[config.mk]
export PLATFORM = sky130hd
export DESIGN_NAME = common_decr5_timer_sched
export DESIGN_NICKNAME = d
export VERILOG_FILES = /design/src/rtl/common_decr5_timer_sched.sv
export SDC_FILE = /design/constraint.sdc
export NUM_CORES = 1
export LEC_CHECK = 0
export CORE_AREA = 2 2 54 107
export CTS_BUF_LIST = sky130_fd_sc_hd__clkbuf_16
export CTS_CLUSTER_DIAMETER = 30
export CTS_CLUSTER_SIZE = 25
export DETAILED_ROUTE_END_ITERATION = 6
export DIE_AREA = 0 0 56 109
export PLACE_DENSITY_LB_ADDON = 0.2
export SLEW_MARGIN = 20
export SYNTH_ARGS = -nofsm -noshare
export SYNTH_HDL_FRONTEND = slang
export SYNTH_HIERARCHICAL = 1
export SYNTH_SLANG_ARGS = --single-unit
[constraint.sdc]
create_clock -name clk -period 3.8 [get_ports clk]
set_input_delay 0.76 -clock clk [delete_from_list [all_inputs] [get_ports clk]]
set_output_delay 0.76 -clock clk [all_outputs]
set_load 0.01 [all_outputs]
[src/rtl/common_decr5_timer_sched.sv]
// Bank of CH_NUM countdown timers sharing one 5-bit decrement ROM through a
// free-running round-robin service pointer; each channel pulses o_expire at zero.

module common_rtlrom_decr5 (
  input  logic [4:0] d,
  output logic [4:0] q,
  output logic       c
);

  // Table lookup of d-1 with borrow; d == 0 wraps to 31 and flags the borrow.
  always_comb begin
    q = 5'd0;
    c = 1'b0;
    case (d)
      5'd0:  begin q = 5'd31; c = 1'b1; end
      5'd1:  q = 5'd0;
      5'd2:  q = 5'd1;
      5'd3:  q = 5'd2;
      5'd4:  q = 5'd3;
      5'd5:  q = 5'd4;
      5'd6:  q = 5'd5;
      5'd7:  q = 5'd6;
      5'd8:  q = 5'd7;
      5'd9:  q = 5'd8;
      5'd10: q = 5'd9;
      5'd11: q = 5'd10;
      5'd12: q = 5'd11;
      5'd13: q = 5'd12;
      5'd14: q = 5'd13;
      5'd15: q = 5'd14;
      5'd16: q = 5'd15;
      5'd17: q = 5'd16;
      5'd18: q = 5'd17;
      5'd19: q = 5'd18;
      5'd20: q = 5'd19;
      5'd21: q = 5'd20;
      5'd22: q = 5'd21;
      5'd23: q = 5'd22;
      5'd24: q = 5'd23;
      5'd25: q = 5'd24;
      5'd26: q = 5'd25;
      5'd27: q = 5'd26;
      5'd28: q = 5'd27;
      5'd29: q = 5'd28;
      5'd30: q = 5'd29;
      5'd31: q = 5'd30;
      default: begin q = 5'd0; c = 1'b0; end
    endcase
  end

endmodule

module common_decr5_timer_sched #(
  parameter  int CH_NUM = 4,
  localparam int CH_W   = $clog2(CH_NUM)
) (
  input  logic              clk,
  input  logic              resetn,
  input  logic              i_load_valid,
  input  logic [CH_W-1:0]   i_load_ch,
  input  logic [4:0]        i_load_value,
  output logic              o_load_ready,
  input  logic              i_cancel_valid,
  input  logic [CH_W-1:0]   i_cancel_ch,
  output logic [CH_NUM-1:0] o_busy,
  output logic [CH_NUM-1:0] o_expire,
  output logic              o_err_borrow
);

  logic [CH_W-1:0]   ptr_r;
  logic [4:0]        count_r   [CH_NUM];
  logic [4:0]        count_n_s [CH_NUM];
  logic [CH_NUM-1:0] busy_r;
  logic [CH_NUM-1:0] busy_n_s;
  logic [CH_NUM-1:0] expire_r;
  logic [CH_NUM-1:0] expire_n_s;
  logic              err_r;
  logic              err_n_s;
  logic [4:0]        dec_d_s;
  logic [4:0]        dec_q_s;
  logic              dec_c_s;
  logic              load_acc_s;

  assign dec_d_s      = count_r[ptr_r];
  assign o_load_ready = ~busy_r[i_load_ch];
  assign load_acc_s   = i_load_valid & o_load_ready;

  common_rtlrom_decr5 u_decr (
    .d (dec_d_s),
    .q (dec_q_s),
    .c (dec_c_s)
  );

  // Per-channel next state: accepted load beats cancel, cancel beats service.
  always_comb begin
    busy_n_s   = busy_r;
    expire_n_s = {CH_NUM{1'b0}};
    err_n_s    = err_r;
    for (int i = 0; i < CH_NUM; i++) begin
      count_n_s[i] = count_r[i];
      if (load_acc_s && (i_load_ch == CH_W'(i))) begin
        count_n_s[i] = i_load_value;
        if (i_load_value != 5'd0) begin
          busy_n_s[i] = 1'b1;
        end else begin
          busy_n_s[i]   = 1'b0;
          expire_n_s[i] = 1'b1;
        end
      end else if (i_cancel_valid && (i_cancel_ch == CH_W'(i))) begin
        busy_n_s[i]  = 1'b0;
        count_n_s[i] = 5'd0;
      end else if (busy_r[i] && (ptr_r == CH_W'(i))) begin
        // A busy channel holding zero is corrupt: drop it without expiring.
        if (dec_c_s) begin
          busy_n_s[i] = 1'b0;
          err_n_s     = 1'b1;
        end else begin
          count_n_s[i] = dec_q_s;
          if (dec_d_s == 5'd1) begin
            busy_n_s[i]   = 1'b0;
            expire_n_s[i] = 1'b1;
          end else begin
            busy_n_s[i] = 1'b1;
          end
        end
      end else begin
        count_n_s[i] = count_r[i];
      end
    end
  end

  // State registers; the service pointer never stalls.
  always_ff @(posedge clk or negedge resetn) begin
    if (!resetn) begin
      ptr_r    <= {CH_W{1'b0}};
      busy_r   <= {CH_NUM{1'b0}};
      expire_r <= {CH_NUM{1'b0}};
      err_r    <= 1'b0;
      for (int i = 0; i < CH_NUM; i++) begin
        count_r[i] <= 5'd0;
      end
    end else begin
      ptr_r    <= ptr_r + CH_W'(1);
      busy_r   <= busy_n_s;
      expire_r <= expire_n_s;
      err_r    <= err_n_s;
      for (int i = 0; i < CH_NUM; i++) begin
        count_r[i] <= count_n_s[i];
      end
    end
  end

  assign o_busy       = busy_r;
  assign o_expire     = expire_r;
  assign o_err_borrow = err_r;

endmodule
==> results.toml, run 1 <==
[run_status]
status = "complete, no violations"

[die]
die_h_um = 109
die_x_um = 56
io_pins = 23
core_area_um2 = 5325
rows = 38
die_area_um2 = 6104
initial_utilization_pct = 34.16

[grt]
antenna_found_initial = 0
grtUsageMet1_pct = 22.20
grt_pass1_vias = 1537
grt_max_degree = 32
gr-usage-met2_pct = 28.74
grt.busiest_layer = "met2"
grt_pass1_wl_mm = 8.017
grt_usage_pct = 17.13
use_met3_pct = 2.254
overflow = 0

[finish]
final_nets = 220
nFillCells = 529
diodes = 0
synthToLayoutAreaGrowth_pct = 26.07
drive_gt1_share_pct = 10.78
utilization_pct = 43.07

[synth]
ys_warn_count = 6
ys_async_sr_fraction_pct = 100.0
ys_seq_area_share_pct = 42.64
synth_ff_type = "dfrtp_1"
postSynthAreaPerCell_um2 = 10.46
syn_inst = 174
synth_area_um2 = 1819
synth-seq-cells = 31
syn_nets = 191
synth_cell_type_count = 34
synth_edf_count = 0

[clock_network]
cts_buffers = 5
clockBufferDepth = 2
cts.sink_count = 31
cts_setup_buffers = 0
cts-htree-levels = 2
cts_root_buf = "clkbuf_16"
cts-resized-gates = 0
clk-insertion-delay-late_ns = 0.28
cts_hold_buf = 0
clk_pin_slew_ns = 0.05
cts_tree = "yes"

[sta]
clock_skew_ns = 0.004782
min_period_ns = 3.175
post-route-period-util_pct = 83.56
rsz0062_at_grt = "false"
slew_headroom_pct = 46.67
worst_slew_pin_slew_ns = 0.7927
max_freq_mhz = 314.9
setup-tns-final_ns = 0
slew_violations = 0
finalHoldViolations = 0
setup_violations = 0

[placement]
gp_congestion = 0.7646
io_buffers = 22
dp_hpwl_mm = 3.438

[critical_path]
worst-endpoint-required_ns = 3.04
cp-end-kind = "primary output"
start_kind = "primary input"
cp_data_arrival_time_ns = 2.42
path_class = "in2out"
cp_max_fo = 5

[route]
drtIter0Drc = 42
routed_wl_mm = 4.837
wl_per_cell_um = 18.32
via_count = 1500
drc_errors = 0
vias_per_cell = 5.682
first_pass_iters = 4
detail-route-antenna-nets = 0

[power]
p_leak_nw = 1.091
ir_drop_uv = 339.9
pwr_density_cell_nw_per_um2 = 626.2

[worst_hold_path]
hold_path.class = "reg2reg"

[flow_run]
cap_violations = 0
## layout by cell type (no fill, tap or decap), types with 2 or more instances in the layout
| cell type | Yosys | routed |
|---|---|---|
| a21boi_0 | 4 | 4 |
| a21o_1 | 4 | 4 |
| a31oi_1 | 4 | 4 |
| a32oi_1 | 4 | 4 |
| buf_4 | 0 | 6 |
| clkbuf_16 | 0 | 5 |
| clkdlybuf4s50_1 | 0 | 22 |
| dfrtp_1 | 31 | 31 |
| ha_1 | 4 | 4 |
| inv_1 | 8 | 8 |
| mux2i_1 | 20 | 20 |
| mux4_1 | 2 | 2 |
| mux4_2 | 4 | 4 |
| nand2_1 | 28 | 28 |
| nand3_1 | 4 | 4 |
| nand3b_1 | 6 | 6 |
| nor3_1 | 2 | 2 |
| nor4_1 | 4 | 4 |
| nor4bb_1 | 2 | 2 |
| o21ai_0 | 21 | 21 |
| xor2_1 | 2 | 2 |
## sequential cells by signal (all words and copies together), names as in the netlist
register      count
o_busy            4
o_err_borrow      1
o_expire          4
count_r          20
ptr_r             2
## per-stage QoR
step | cells | area, um^2 | worst slack (ns) | hold slack, ns | power (mW)
floorplan | 174 | 1819 | 1.095 | 0.4644 | 0.8052
global placement | 256 | 2130 | 0.6261 | 0.4495 | 0.9832
detailed placement | 256 | 2130 | 0.6039 | 0.4526 | 0.9893
CTS | 264 | 2293 | 0.6122 | 0.4640 | 1.445
global route | 264 | 2293 | 0.5382 | 0.5043 | 1.520
finish | 264 | 2293 | 0.6247 | 0.4565 | 1.436
## power breakdown
part	leakage, nW	total, mW	internal, mW	switching [mW]
clock network	0.0812	0.450	0.305	0.144
logic	0.613	0.491	0.238	0.253
registers	0.397	0.495	0.427	0.0679
## critical path, cell delays in order
cell	delay, ns
clkdlybuf4s50_1	0.56
mux4_2	0.51
inv_1	0.06
clkdlybuf4s50_1	0.52
## cell type report
cell class | instances | area (um^2) | area share (%)
Clock buffer | 5 | 125.1 | 5.456
Tap cell | 60 | 75.07 | 3.273
Multi-Input combinational cell | 129 | 983.4 | 42.88
Clock inverter | 3 | 38.79 | 1.691
Inverter | 8 | 30.03 | 1.309
Timing Repair Buffer | 28 | 265.3 | 11.57
Sequential cell | 31 | 775.7 | 33.82
## routing by layer
metal | up-vias | routed length, um
li1 | 700 | -
met1 | 747 | 2143
met2 | 42 | 2350
met3 | 11 | 227
met4 | 0 | 115
met5 | - | 0
## worst paths after layout
kind / startpoint / endpoint / slack (ns) / depth (start not counted)
max in group asynchronous: resetn / count_r[7]$_DFFE_PN0P_ / 2.62 / 2
min in group asynchronous: resetn / o_busy[3]$_DFFE_PN0P_ / 0.89 / 2
min: o_err_borrow$_DFF_PN0_ / o_err_borrow$_DFF_PN0_ / 0.46 / 1
max: i_load_ch[0] / o_load_ready / 0.62 / 4
min reg2reg: o_err_borrow$_DFF_PN0_ / o_err_borrow$_DFF_PN0_ / 0.46 / 1
max reg2reg: ptr_r[0]$_DFF_PN0_ / count_r[6]$_DFFE_PN0P_ / 0.75 / 6
## Yosys cell counts, types with 2 or more instances
master	number	share of area [%]
nand3_1	4	1.1
nor3_1	2	0.55
nand2_1	28	5.8
clkbuf_1	5	1.0
a21boi_0	4	1.7
dfrtp_1	31	43
mux2i_1	20	11
a32oi_1	4	1.9
o21ai_0	21	5.8
a21o_1	4	1.7
nor4_1	4	1.4
a31oi_1	4	1.4
ha_1	4	2.8
mux4_2	4	5.0
xor2_1	2	0.96
mux4_1	2	2.9
nor4bb_1	2	1.1
nand3b_1	6	2.5
inv_1	8	1.7
## logic make-up after synthesis
family	synth area share, %
xor gates and xnor gates	1.445
DFF	42.64
and+or+nand+nor	18.16
muxes	18.84
adders and majority gates	2.751
buffers and inverters	3.301
AOI/OAI and AO/OA	12.86
Note: power is estimated with default switching activity, not from simulation.
==> run 2, diff against run 1 <==
- clock period: 3.8 -> 2.55 ns (I/O delays scaled with it)
==> run 2 against run 1 <==
Net effect:
- clock power increased by 24%
- register-to-register slack worse by 0.59 ns
- final cell count is 6.8% higher
- wire length grew 7.5%
- design area rose by 6.9%
- combinational power up 73%
- power grew 50%
- worst setup slack got worse by 0.46 ns
- largest power group is now combinational logic
==> results.toml, run 2 (synthesized netlist as in run 1, its figures left out) <==
[critical_path]
r2r_setup_slack_ns = 0.16
r2r_start = "ptr_r[0]$_DFF_PN0_"
path_class = "reg2reg"
start_kind = "flip-flop"
cp-end-kind = "flip-flop"
setup.worst_path.end = "count_r[17]$_DFFE_PN0P_"
worst-endpoint-required_ns = 2.70
reg2reg_to = "count_r[17]$_DFFE_PN0P_"
crit_start = "ptr_r[0]$_DFF_PN0_"
cp_data_arrival_time_ns = 2.53
ff2ff_path_depth = 7
cp_max_fo = 6

[die]
die_x_um = 56
initial_utilization_pct = 34.16
rows = 38
io_pins = 23
die_area_um2 = 6104
die_h_um = 109
core_area_um2 = 5325

[route]
drc_errors = 0
detail-route-antenna-nets = 0
drtIter0Drc = 66
wl_per_cell_um = 18.44
vias_per_cell = 5.610
via_count = 1582
routed_wl_mm = 5.200
first_pass_iters = 4

[placement]
gp_congestion = 0.7929
dpl_cell_area_um2 = 2298
place_ws_ns = -0.06224
dp_hpwl_mm = 3.725
io_buffers = 22

[sta]
worst_slew_pin_slew_ns = 0.4118
post-route-period-util_pct = 93.59
finalHoldViolations = 0
clock_skew_ns = 0.004903
slew_violations = 0
max_freq_mhz = 419.0
setup_violations = 0
worst_slack_ns = 0.1634
min_period_ns = 2.387
slew_headroom_pct = 72.55

[power]
ir_drop_uv = 530.6
p_leak_nw = 1.190
seq_power_share_pct = 34.5
comb_power_share_pct = 39.4
swShare_pct = 33.62
pwr_density_cell_nw_per_um2 = 876.4
switching_power_uw = 722.5
p_int_mw = 1.427
clock_power_share_pct = 26.1

[finish]
layout_commonest_cell = "dfrtp_1"
final_nets = 238
regMostFlops = "count_r"
largest_reg_flops = 20
synthToLayoutAreaGrowth_pct = 34.80
nFillCells = 520
multi_input_area_um2 = 996.0
drive_gt1_share_pct = 18.92
most-common-layout-cells = "30 x dfrtp_1, 28 x nand2_1, 21 x o21ai_0, 21 x clkdlybuf4s50_1, 21 x buf_4"
diodes = 0
area.sequential_um2 = 777.0
final_area_um2 = 2452

[clock_network]
clk-insertion-delay-late_ns = 0.27
cts_buffers = 5
cts_root_buf = "clkbuf_16"
clockBufferDepth = 2
cts.sink_count = 31
cts_setup_buffers = 0
cts-htree-levels = 2
cts_tree = "yes"
clk_pin_slew_ns = 0.05

[run_status]
status = "complete, no violations"

[grt]
antenna_found_initial = 0
grt_usage_pct = 18.19
grt_pass1_wl_mm = 8.369
grt_pass1_vias = 1603
overflow = 0
grt_max_degree = 32

[worst_hold_path]
hold_path.class = "reg2reg"

[flow_run]
cap_violations = 0
run 2: changes by cell type in the layout (fill, tap and decap cells not counted), sizes merged:
| cell | before | now |
|---|---|---|
| buf | 6 | 24 |
| bufinv | 1 | 0 |
| clkdlybuf4s50 | 22 | 21 |
| clkinv | 2 | 1 |
| dlygate4sd2 | 0 | 1 |
| inv | 8 | 10 |
run 2: metrics by stage:
stage	TNS, ns	hold slack, ns	power (mW)	instances	utilization [%]
after floorplan	0	0.2144	1.203	174	-
after global placement	-0.06055	0.4447	1.558	274	43.16
after detailed placement	-0.3308	0.4504	1.570	274	43.16
after CTS	0	0.4598	2.131	282	45.75
after global routing	-0.02177	0.4743	2.267	282	46.05
final	0	0.4547	2.149	282	46.05
run 2: worst min-delay path by stage:
stage                                 from                endpoint  slack, ns  cells past startpoint
floorplan                           resetn  count_r[0]$_DFFE_PN0P_       0.21                      0
global placement    o_err_borrow$_DFF_PN0_  o_err_borrow$_DFF_PN0_       0.44                      1
detailed placement  o_err_borrow$_DFF_PN0_  o_err_borrow$_DFF_PN0_       0.45                      1
CTS                 o_err_borrow$_DFF_PN0_  o_err_borrow$_DFF_PN0_       0.46                      1
global route        o_err_borrow$_DFF_PN0_  o_err_borrow$_DFF_PN0_       0.47                      1
finish              o_err_borrow$_DFF_PN0_  o_err_borrow$_DFF_PN0_       0.45                      1
run 2: worst max-delay path: stages, from the launching register on:
cell and delay (ns):
dfrtp_2 0.48, mux4_1 0.69, nor4_4 0.27, nor2b_4 0.23, nand3b_1 0.17, buf_4 0.16
mux2i_1 0.17, o21ai_0 0.09
run 2: layout make-up:
type	count	area share, %
Timing Repair Buffer	46	17.81
Clock inverter	3	0.5102
Multi-Input combinational cell	129	40.61
Sequential cell	31	31.68
Clock buffer	5	5.102
Inverter	8	1.224
Tap cell	60	3.061
run 2: power by group through the flow:
stage / clock, mW / sequential, mW / combinational, mW
2_1_floorplan: 0 / 0.726 / 0.476
3_3_place_gp: 0 / 0.744 / 0.814
3_5_place_dp: 0 / 0.750 / 0.820
4_1_cts: 0.567 / 0.742 / 0.822
5_1_grt: 0.580 / 0.759 / 0.928
6_report: 0.560 / 0.742 / 0.847
run 2: per-layer routing:
metal  track usage, %  vias up  share of wire (%)
li1                 -      737                  -
met1            21.22      787                 40
met2            33.45       49                 54
met3            2.610        9                4.1
met4            6.293        0                1.7
met5                0        -                  0
run 2: timing repair:
action | CTS | global route
endpoints found under the setup margin | 21 | 24
hold buffers | 0 | 0
endpoints found under the hold margin | 0 | 0
resized for setup | 2 | 3
==> run 3, diff against run 2 <==
- REMOVE_ABC_BUFFERS: default -> 1
==> run 3 against run 2 <==
Net effect:
- via count grew 1.2%
- worst setup slack lost 0.12 ns
- clock skew shrank 0.0013 ns
- non-clock buffer count grew 8
- die area is the same
- final cell count grew 2.5%
- design area grew 2.6%
- largest power group unchanged
==> results.toml, run 3 (synthesized netlist as in run 1, its figures left out) <==
[run_status]
status = "complete, no violations"

[power]
ir_drop_uv = 683.7
power.total_mw = 2.165
pwr_density_cell_nw_per_um2 = 861.1
p_leak_nw = 1.226

[route]
routed_wl_mm = 5.099
via_count = 1601
vias_per_cell = 5.540
drtIter0Drc = 63
first_pass_iters = 5
detail-route-antenna-nets = 0
wl_per_cell_um = 17.64
drc_errors = 0

[grt]
grt_pass1_wl_mm = 8.431
antenna_found_initial = 0
grt_max_degree = 32
grt_pass1_vias = 1636
overflow = 0
grt_usage_pct = 18.18

[sta]
setup_violations = 0
max_freq_mhz = 399.4
slew_violations = 0
post-route-period-util_pct = 98.18
slew_headroom_pct = 68.62
worst_slew_pin_slew_ns = 0.4695
rsz0062_at_grt = "true"
finalHoldViolations = 0
worst_slack_ns = 0.04637
clock_skew_ns = 0.003593
min_period_ns = 2.504

[worst_hold_path]
hold_path_depth = 1
hold_path.class = "reg2reg"

[clock_network]
clk_pin_slew_ns = 0.05
cts_root_buf = "clkbuf_16"
cts-htree-levels = 2
clockBufferDepth = 2
cts_tree = "yes"
cts_buffers = 5
cts.sink_count = 31
clk-insertion-delay-late_ns = 0.28

[die]
rows = 38
core_area_um2 = 5325
io_pins = 23
initial_utilization_pct = 34.16
die_h_um = 109
die_area_um2 = 6104
die_x_um = 56

[finish]
diodes = 0
area.sequential_um2 = 777.0
final_nets = 246
multi_input_area_um2 = 992.2
drive_gt1_share_pct = 20.96
layout_commonest_cell = "dfrtp_1"
synthToLayoutAreaGrowth_pct = 38.24
nFillCells = 496
regMostFlops = "count_r"
most-common-layout-cells = "30 x dfrtp_1, 28 x nand2_1, 24 x buf_4"
largest_reg_flops = 20

[placement]
dp_hpwl_mm = 3.749
gp_congestion = 0.8403
place_ws_ns = -0.06879
io_buffers = 22

[critical_path]
path_class = "reg2reg"
worst-endpoint-required_ns = 2.71
start_kind = "flip-flop"
ff2ff_path_depth = 9
cp-end-kind = "flip-flop"
cp_data_arrival_time_ns = 2.66
cp_max_fo = 8
r2r_setup_slack_ns = 0.05

[flow_run]
cap_violations = 0
run 3: cell types whose count changed in the layout (fill, tap and decap cells not counted), sizes merged:
cell,previous run,this run
clkinv,1,2
inv,10,8
buf,24,32
run 3: final timing paths:
check | start | endpoint
max | ptr_r[0]$_DFF_PN0_ | count_r[14]$_DFFE_PN0P_
min | o_err_borrow$_DFF_PN0_ | o_err_borrow$_DFF_PN0_
max reg2reg | ptr_r[0]$_DFF_PN0_ | count_r[14]$_DFFE_PN0P_
min reg2reg | o_err_borrow$_DFF_PN0_ | o_err_borrow$_DFF_PN0_
max in group asynchronous | resetn | ptr_r[0]$_DFF_PN0_
min in group asynchronous | resetn | count_r[18]$_DFFE_PN0P_
run 3: per-layer routing:
metal / track usage [%] / routed length [um] / up-vias
met3: 3.084 / 243 / 8
met1: 22.01 / 2052 / 787
met2: 30.92 / 2688 / 47
li1: - / - / 759
met4: 8.844 / 114 / 0
met5: 0 / 0 / -
run 3: where the power goes:
part	internal (mW)	switching (mW)
combinational	0.450	0.422
clock	0.350	0.205
sequential	0.637	0.101
total	1.44	0.729
run 3: layout make-up:
type,instances,share of cell area [%]
inverter,8,1.194
clock buffer,5,4.975
clock inverter,2,0.3483
timing repair buffer,54,20.15
sequential,31,30.90
multi-input combinational,129,39.45
tap,60,2.985
run 3: critical path, stage by stage (launching register included):
cell      delay (ns)
dfrtp_2         0.43
buf_6           0.12
mux4_2          0.54
nor4_4          0.33
nor2b_1         0.18
buf_4           0.16
nand3b_1        0.20
buf_6           0.15
mux2i_1         0.19
o21ai_1         0.09
run 3: timing repair:
action / 4_1_cts / 5_1_grt
gates resized for setup: 2 / 11
pin swaps: 0 / 2
buffers inserted: 0 / 3
hold buffers: 0 / 0
endpoints found under the setup margin: 3 / 17
run 3: per-stage QoR:
stage	util, %	hold slack, ns	cells	setup TNS, ns	cell area [um^2]
2_1_floorplan	-	0.2144	168	-4.642	1789
3_3_place_gp	43.70	0.4549	279	-0.1262	2327
3_5_place_dp	43.70	0.4607	279	-0.07730	2327
4_1_cts	46.22	0.4716	286	0	2461
5_1_grt	47.23	0.4846	289	-0.09834	2515
6_report	47.23	0.4622	289	0	2515
